## src/rtl/cordic_iter_ctrl.sv

```systemverilog
// Iteration controller for a CORDIC rotator driving an external registered shift-accumulate stage.
// Define CORDIC_QUADRANT_CORRECTION_EN to pre-rotate operands whose angle lies beyond +/-90 degrees.
module cordic_iter_ctrl #(
   parameter int ITERATIONS = 16
) (
   input  logic        clk,
   input  logic        rst,
   input  logic        start,
   input  logic [31:0] x_in,
   input  logic [31:0] y_in,
   input  logic [31:0] z_in,
   output logic        busy,
   output logic        done,
   output logic [31:0] x_res,
   output logic [31:0] y_res,
   output logic [31:0] z_res,
   output logic [31:0] sa_x,
   output logic [31:0] sa_y,
   output logic [31:0] sa_z,
   output logic [31:0] sa_tan,
   output logic [31:0] sa_i,
   input  logic [31:0] sa_x_out,
   input  logic [31:0] sa_y_out,
   input  logic [31:0] sa_z_out
);

   typedef enum logic [1:0] {S_IDLE, S_ITER, S_CAPT} state_t;

   localparam logic [4:0] K_LAST = 5'(ITERATIONS - 1);

   state_t      r_state;
   logic [4:0]  r_k;
   logic [31:0] r_x, r_y, r_z;
   logic [31:0] r_x_res, r_y_res, r_z_res;
   logic        r_busy, r_done;
   logic [31:0] w_lx, w_ly, w_lz;

   // atan(2^-i) in binary-angle units, 2^32 = one full turn
   function automatic logic [31:0] atan_rom(input logic [4:0] i);
      case (i)
         5'd0:  atan_rom = 32'h20000000;
         5'd1:  atan_rom = 32'h12E4051E;
         5'd2:  atan_rom = 32'h09FB385B;
         5'd3:  atan_rom = 32'h051111D4;
         5'd4:  atan_rom = 32'h028B0D43;
         5'd5:  atan_rom = 32'h0145D7E1;
         5'd6:  atan_rom = 32'h00A2F61E;
         5'd7:  atan_rom = 32'h00517C55;
         5'd8:  atan_rom = 32'h0028BE53;
         5'd9:  atan_rom = 32'h00145F2F;
         5'd10: atan_rom = 32'h000A2F98;
         5'd11: atan_rom = 32'h000517CC;
         5'd12: atan_rom = 32'h00028BE6;
         5'd13: atan_rom = 32'h000145F3;
         5'd14: atan_rom = 32'h0000A2FA;
         5'd15: atan_rom = 32'h0000517D;
         5'd16: atan_rom = 32'h000028BE;
         5'd17: atan_rom = 32'h0000145F;
         5'd18: atan_rom = 32'h00000A30;
         5'd19: atan_rom = 32'h00000518;
         5'd20: atan_rom = 32'h0000028C;
         5'd21: atan_rom = 32'h00000146;
         5'd22: atan_rom = 32'h000000A3;
         5'd23: atan_rom = 32'h00000051;
         5'd24: atan_rom = 32'h00000029;
         5'd25: atan_rom = 32'h00000014;
         5'd26: atan_rom = 32'h0000000A;
         5'd27: atan_rom = 32'h00000005;
         5'd28: atan_rom = 32'h00000003;
         5'd29: atan_rom = 32'h00000001;
         5'd30: atan_rom = 32'h00000001;
         default: atan_rom = 32'h00000000;
      endcase
   endfunction

   always_comb begin
      w_lx = x_in;
      w_ly = y_in;
      w_lz = z_in;
`ifdef CORDIC_QUADRANT_CORRECTION_EN
      // Rotate by +/-90 degrees up front so the residual angle stays within CORDIC convergence
      if ($signed(z_in) > 32'sh40000000) begin
         w_lx = -y_in;
         w_ly = x_in;
         w_lz = z_in - 32'h40000000;
      end else if ($signed(z_in) < -32'sh40000000) begin
         w_lx = y_in;
         w_ly = -x_in;
         w_lz = z_in + 32'h40000000;
      end
`endif
   end

   always_comb begin
      sa_x   = r_x;
      sa_y   = r_y;
      sa_z   = r_z;
      sa_i   = 32'd0;
      sa_tan = atan_rom(5'd0);
      if (r_state == S_ITER) begin
         sa_i   = {27'd0, r_k};
         sa_tan = atan_rom(r_k);
         if (r_k != 5'd0) begin
            sa_x = sa_x_out;
            sa_y = sa_y_out;
            sa_z = sa_z_out;
         end
      end
   end

   always_ff @(posedge clk) begin
      if (rst) begin
         r_state <= S_IDLE;
         r_k     <= 5'd0;
         r_x     <= 32'd0;
         r_y     <= 32'd0;
         r_z     <= 32'd0;
         r_x_res <= 32'd0;
         r_y_res <= 32'd0;
         r_z_res <= 32'd0;
         r_busy  <= 1'b0;
         r_done  <= 1'b0;
      end else begin
         r_done <= 1'b0;
         case (r_state)
            S_IDLE: begin
               if (start) begin
                  r_x     <= w_lx;
                  r_y     <= w_ly;
                  r_z     <= w_lz;
                  r_k     <= 5'd0;
                  r_busy  <= 1'b1;
                  r_state <= S_ITER;
               end
            end
            S_ITER: begin
               r_k <= r_k + 5'd1;
               if (r_k == K_LAST) r_state <= S_CAPT;
            end
            S_CAPT: begin
               // Stage output now holds the last micro-rotation
               r_x_res <= sa_x_out;
               r_y_res <= sa_y_out;
               r_z_res <= sa_z_out;
               r_done  <= 1'b1;
               r_busy  <= 1'b0;
               r_state <= S_IDLE;
            end
            default: r_state <= S_IDLE;
         endcase
      end
   end

   assign busy  = r_busy;
   assign done  = r_done;
   assign x_res = r_x_res;
   assign y_res = r_y_res;
   assign z_res = r_z_res;

endmodule

```

## config.mk

```make
export PLATFORM = sky130hd
export DESIGN_NAME = cordic_iter_ctrl
export DESIGN_NICKNAME = d
export VERILOG_FILES = /design/src/rtl/cordic_iter_ctrl.sv
export SDC_FILE = /design/constraint.sdc
export NUM_CORES = 1
export LEC_CHECK = 0
export ABC_CLOCK_PERIOD_IN_PS = 4900
export BUFFER_PORTS_ARGS = -buffer_cell sky130_fd_sc_hd__buf_2
export CAP_MARGIN = 20
export CORE_AREA = 2 2 174 176
export DETAILED_ROUTE_END_ITERATION = 16
export DIE_AREA = 0 0 176 178
export GPL_TIMING_DRIVEN = 0
export SYNTH_ARGS = -nofsm -noshare
export SYNTH_HDL_FRONTEND = slang
export SYNTH_SLANG_ARGS = --single-unit
```

## constraint.sdc

```tcl
create_clock -name clk -period 4.9 [get_ports clk]
set_clock_uncertainty 0.2 [all_clocks]
set_input_delay 0 -clock clk [delete_from_list [all_inputs] [get_ports clk]]
set_output_delay 0 -clock clk [all_outputs]
set_load 0.01 [all_outputs]
```

# Word level (Yosys, flattened, before mapping)
# Memory sizes are Yosys's and may differ from the RTL's. A register that Yosys moved wholly into a read port is not among the register bits.
# Index checks and enable logic that the tools add are counted.
[totals]
ff_bits = 201
romBits = 960
output_inout_bits = 258
wordCells = 43
mem_count = 1
[mem_list]
columns = ["memory", "words", "width", "read_ports", "rd_ports_with_merged_regs", "write_ports", "line_no", "rtl"]
rows = [
  ["(no name shown)", 32, 30, 1, 1, 0, "40", "case (i)"],
]
[classes]
add_sub_neg = 1
eq_ne = 5
muxes = 18
reduce_logical = 8
[op_table]
columns = ["operator", "count"]
rows = [
  ["$mux W32", 7],
  ["$mux W5", 4],
  ["$pmux W5 S2", 1],
  ["$reduce_and A2 Y1", 4],
  ["$add A5 B1 Y5 const B", 1],
  ["$eq A5 B4 Y1 const B", 1],
  ["$reduce_bool A5 Y1", 1],
  ["$mux W2", 2],
  ["$pmux W2 S2", 1],
  ["$reduce_bool A2 Y1", 2],
  ["$eq A2 B1 Y1 const B", 1],
  ["$eq A2 B2 Y1 const B", 1],
  ["$logic_not A2 Y1", 1],
  ["$mux W1", 2],
  ["$ne A2 B1 Y1 const B", 1],
  ["$ne A2 B2 Y1 const B", 1],
  ["$pmux W1 S2", 1],
]

# Logic depth before layout (Yosys ltp)
[logic_depth]
depth_word = 5
mapped_depth = 11
depth_no_buf = 10

# Worst setup path after synthesis
# Ideal clock, no wire load.
[synth_path]
path_kind = "reg-to-reg"
start = "register r_k[0]"
end = "register (tool-made name)"
setup_time_ps = 75
arrival_ps = 2066
required_time_ps = 4625
slack_ps = 2560
stages_incl_launch_ff = 10
n_path_buf = 1
synth_period_minus_slack_ps = 2340
path_cell_list = "dfxtp_1 ha_1 and3_1 ha_1 a2bb2oi_4 or2_1 buf_2 mux2i_1 a221o_1 o22ai_1"
[synth_rtl]
columns = ["item", "line_no", "rtl"]
rows = [
  ["start: declaration", "32", "logic [4:0] r_k;"],
  ["start signal: assignment", "137", "r_k <= r_k + 5'd1;"],
]

# Worst setup path in the final report
[layout_path]
start = "register r_k[1]"
end = "output sa_x[2]"
[layout_via]
elab_chain_len = 3
[layout_rtl]
columns = ["item", "line_no", "rtl"]
rows = [
  ["$reduce_bool A5 Y1", "103", "if (r_k != 5'd0) begin"],
  ["$mux W32", "103", ""],
  ["$mux W32", "100", "if (r_state == S_ITER) begin"],
  ["end: declaration", "17", "output logic [31:0] sa_x,"],
]
# No other way between the ends.

==> impl_metrics.py <==
metrics = {
    "power": {
        "p_sw_uw": 1130,
        "cellPowerDensity_mw_per_mm2": 297,
        "p_int_uw": 3400,
        "power_frac_comb": 0.149,
        "power.leakage_uw": 0.00731,
        "switching_share": 0.249,
        "vdd_drop_max_v": 0.000210,
        "p_seq_frac": 0.434,
        "clkPwrFrac": 0.417,
    },
    "worst_setup_path": {
        "rrSetupSlack_ps": 2010,
        "cpPeakStageDelay_ps": 510,
        "crit_slowest_cell": "nor2_1",
        "cp.required_ps": 4700,
        "path_max_fanout": 10,
        "crit_arrival_ps": 3120,
        "path_delay_family": "buffers and inverters",
        "critPathBufInv": 4,
        "startpoint": "r_k[1]",
        "endpoint_kind": "primary output",
        "crit_type": "flip-flop to primary output",
        "crit_chain": "inv_1 -> ha_1 -> nor4b_1 -> nor2_1 -> buf_2 -> buf_2 -> mux2_2 -> buf_2",
        "critical_path_cell_count": 8,
        "r2r-start": "r_k[1]",
        "timing.critical_path.mode_cell": "buf_2",
        "reg2reg_depth": 9,
        "cp-start-kind": "flip-flop",
        "cp-endpoint": "sa_x[2]",
    },
    "hold_path": {
        "min_path_type": "input port to flip-flop",
        "hold_path_depth": 3,
    },
    "run": {
        "maxCapViolations": 0,
    },
    "sta": {
        "rsz0062_at_grt": "no",
        "post-route-period-util": 0.678,
        "worst_slew_pin_slew_ps": 1030,
        "fin_crit_ps": 3320,
        "hold_viol_final": 0,
        "finalMaxSlewViolations": 0,
        "slew-limit-headroom": 0.313,
        "tns_ps": 0,
        "setup_viol": 0,
        "clock.fmax_ghz": 0.301,
    },
    "floorplanning": {
        "die_w_um": 176,
        "die_area_mm2": 0.0313,
        "core_mm2": 0.0294,
        "pin_count": 453,
        "start_util": 0.332,
        "num_rows": 63,
        "die_y_um": 178,
    },
    "clock_network": {
        "post_cts_resized": 0,
        "cts_htree_levels": 1,
        "cts_tree": "yes",
        "numCtsBuffers": 26,
        "holdBufCountCts": 194,
        "post_cts_buffers": 0,
        "cts_num_sinks": 231,
        "root_buffer": "clkbuf_16",
        "clk_pin_slew_worst_paths_ps": 60,
        "clock_latency_ps": 520,
        "clockBufferDepth": 3,
    },
    "place": {
        "portBuffers": 422,
        "dpl_cell_area_mm2": 0.0125,
        "gp_congestion": 0.900,
        "dp.cells": 1889,
        "dp_hpwl_mm": 27.6,
    },
    "grt": {
        "grt_max_degree": 13,
        "first_global_vias": 10100,
        "grt_pass1_wl_mm": 56.9,
        "antenna_found_initial": 3,
        "grt-ovfl-total": 0,
        "grt_usage": 0.231,
    },
    "synth": {
        "synth_cell_types": 62,
        "avgSynthCellArea_um2": 9.32,
        "synth_warnings": 0,
        "ys_ff_latch": 231,
        "synth_edf_count": 0,
        "ys_seq_area_frac": 0.473,
        "async_flop_share": 0,
        "syn_area_mm2": 0.00977,
        "postSynthCellCount": 1049,
        "synthFlopType": "dfxtp_1",
    },
    "routing": {
        "drt_iter0_drc": 585,
        "wl_per_cell_um": 18.1,
        "drt_pre_antenna_iters": 5,
        "ant_nets": 0,
        "wl_mm": 38.5,
        "drcViolationCount": 0,
        "viasPerCell": 4.83,
        "num_vias": 10300,
    },
    "layout": {
        "multi_input_comb_area_mm2": 0.00461,
        "final_cell_mix": "439 x buf_2, 231 x dfxtp_1, 224 x nand2_1",
        "final_common_cell": "buf_2",
        "final_cells": 2128,
        "drive_gt1_frac": 0.360,
        "regArea_mm2": 0.00462,
        "design_area_mm2": 0.0152,
        "fill_cells": 2718,
        "finalNetCount": 1926,
        "area_delta_synth_final_pct": 56.0,
    },
    "run_status": {
        "outcome": "finished clean",
    },
}
## power groups by stage
stage	clock [µW]	combinational (µW)	sequential, µW
finish	1890	673	1970
global route	2020	729	1970
CTS	1940	670	1970
detailed placement	0	540	2010
global placement	0	538	2010
floorplan	0	301	2000
## layer usage
| layer | wire length (µm) | global-route usage | vias up |
|---|---|---|---|
| met3 | 2370 | 0.0399 | 78 |
| met5 | 27 | 0 | - |
| li1 | - | - | 4938 |
| met4 | 1330 | 0.0851 | 4 |
| met1 | 16100 | 0.283 | 4835 |
| met2 | 18700 | 0.406 | 432 |
## how the worst min path moves through the flow
| stage | startpoint | end |
|---|---|---|
| 2_1_floorplan | sa_x_out[31] | x_res[31] |
| 3_3_place_gp | sa_z_out[26] | z_res[26] |
| 3_5_place_dp | sa_y_out[14] | y_res[14] |
| 4_1_cts | sa_x_out[11] | x_res[11] |
| 5_1_grt | sa_x_out[11] | x_res[11] |
| 6_report | sa_z_out[27] | z_res[27] |
## Yosys cell counts (all sizes together) (3+ instances only)
cell,n,share of area
dfxtp,231,0.47
nand2,227,0.090
a21oi,117,0.060
a22o,100,0.090
mux2,96,0.11
buf,57,0.039
clkbuf,55,0.021
and2,32,0.020
nor2,28,0.011
inv,11,0.0045
ha,10,0.013
o21ai,9,0.0046
nand3,8,0.0046
a211oi,5,0.0049
o211ai,5,0.0038
and3,4,0.0026
nor2b,4,0.0026
o22ai,4,0.0026
a21o,3,0.0023
a2bb2oi,3,0.0045
a31oi,3,0.0019
mux2i,3,0.0031
nand2b,3,0.0027
nor3,3,0.0015
o21a,3,0.0023
o31ai,3,0.0023
## layout make-up
type,count,share of cell area
repair buffers,616,0.266
plain buffers,112,0.0388
clock buffers,40,0.0508
well taps,390,0.0320
multi-input cells,722,0.303
diodes,1,0.000164
clock inverters,4,0.00312
inverters,12,0.00320
flip-flops and latches,231,0.303
## through the flow
stage,setup slack [ps],total power [µW],hold slack (ps),utilization
final,1580,4530,22.5,0.518
after global routing,1320,4730,19.5,0.518
after CTS,1440,4570,4.98,0.518
after detailed placement,2000,2550,27.3,0.424
after global placement,2010,2540,21.7,0.424
after floorplan,2560,2300,-74.5,-
## tightest hold or removal path: cells and delay by family
family	cells	cell delay (ps)
buffers and inverters	2	610
AOI/OAI and AO/OA	1	110
## logic make-up after synthesis
| logic type | count (synthesis) | share of synthesized area |
|---|---|---|
| simple gates | 316 | 0.142 |
| mux | 99 | 0.114 |
| buf+inv | 124 | 0.0656 |
| flops | 231 | 0.473 |
| other cells | 1 | 0.000384 |
| xor+xnor | 1 | 0.000896 |
| fa+ha+maj | 10 | 0.0128 |
| compound gates | 267 | 0.192 |
Power figures use the tool's default switching activity.
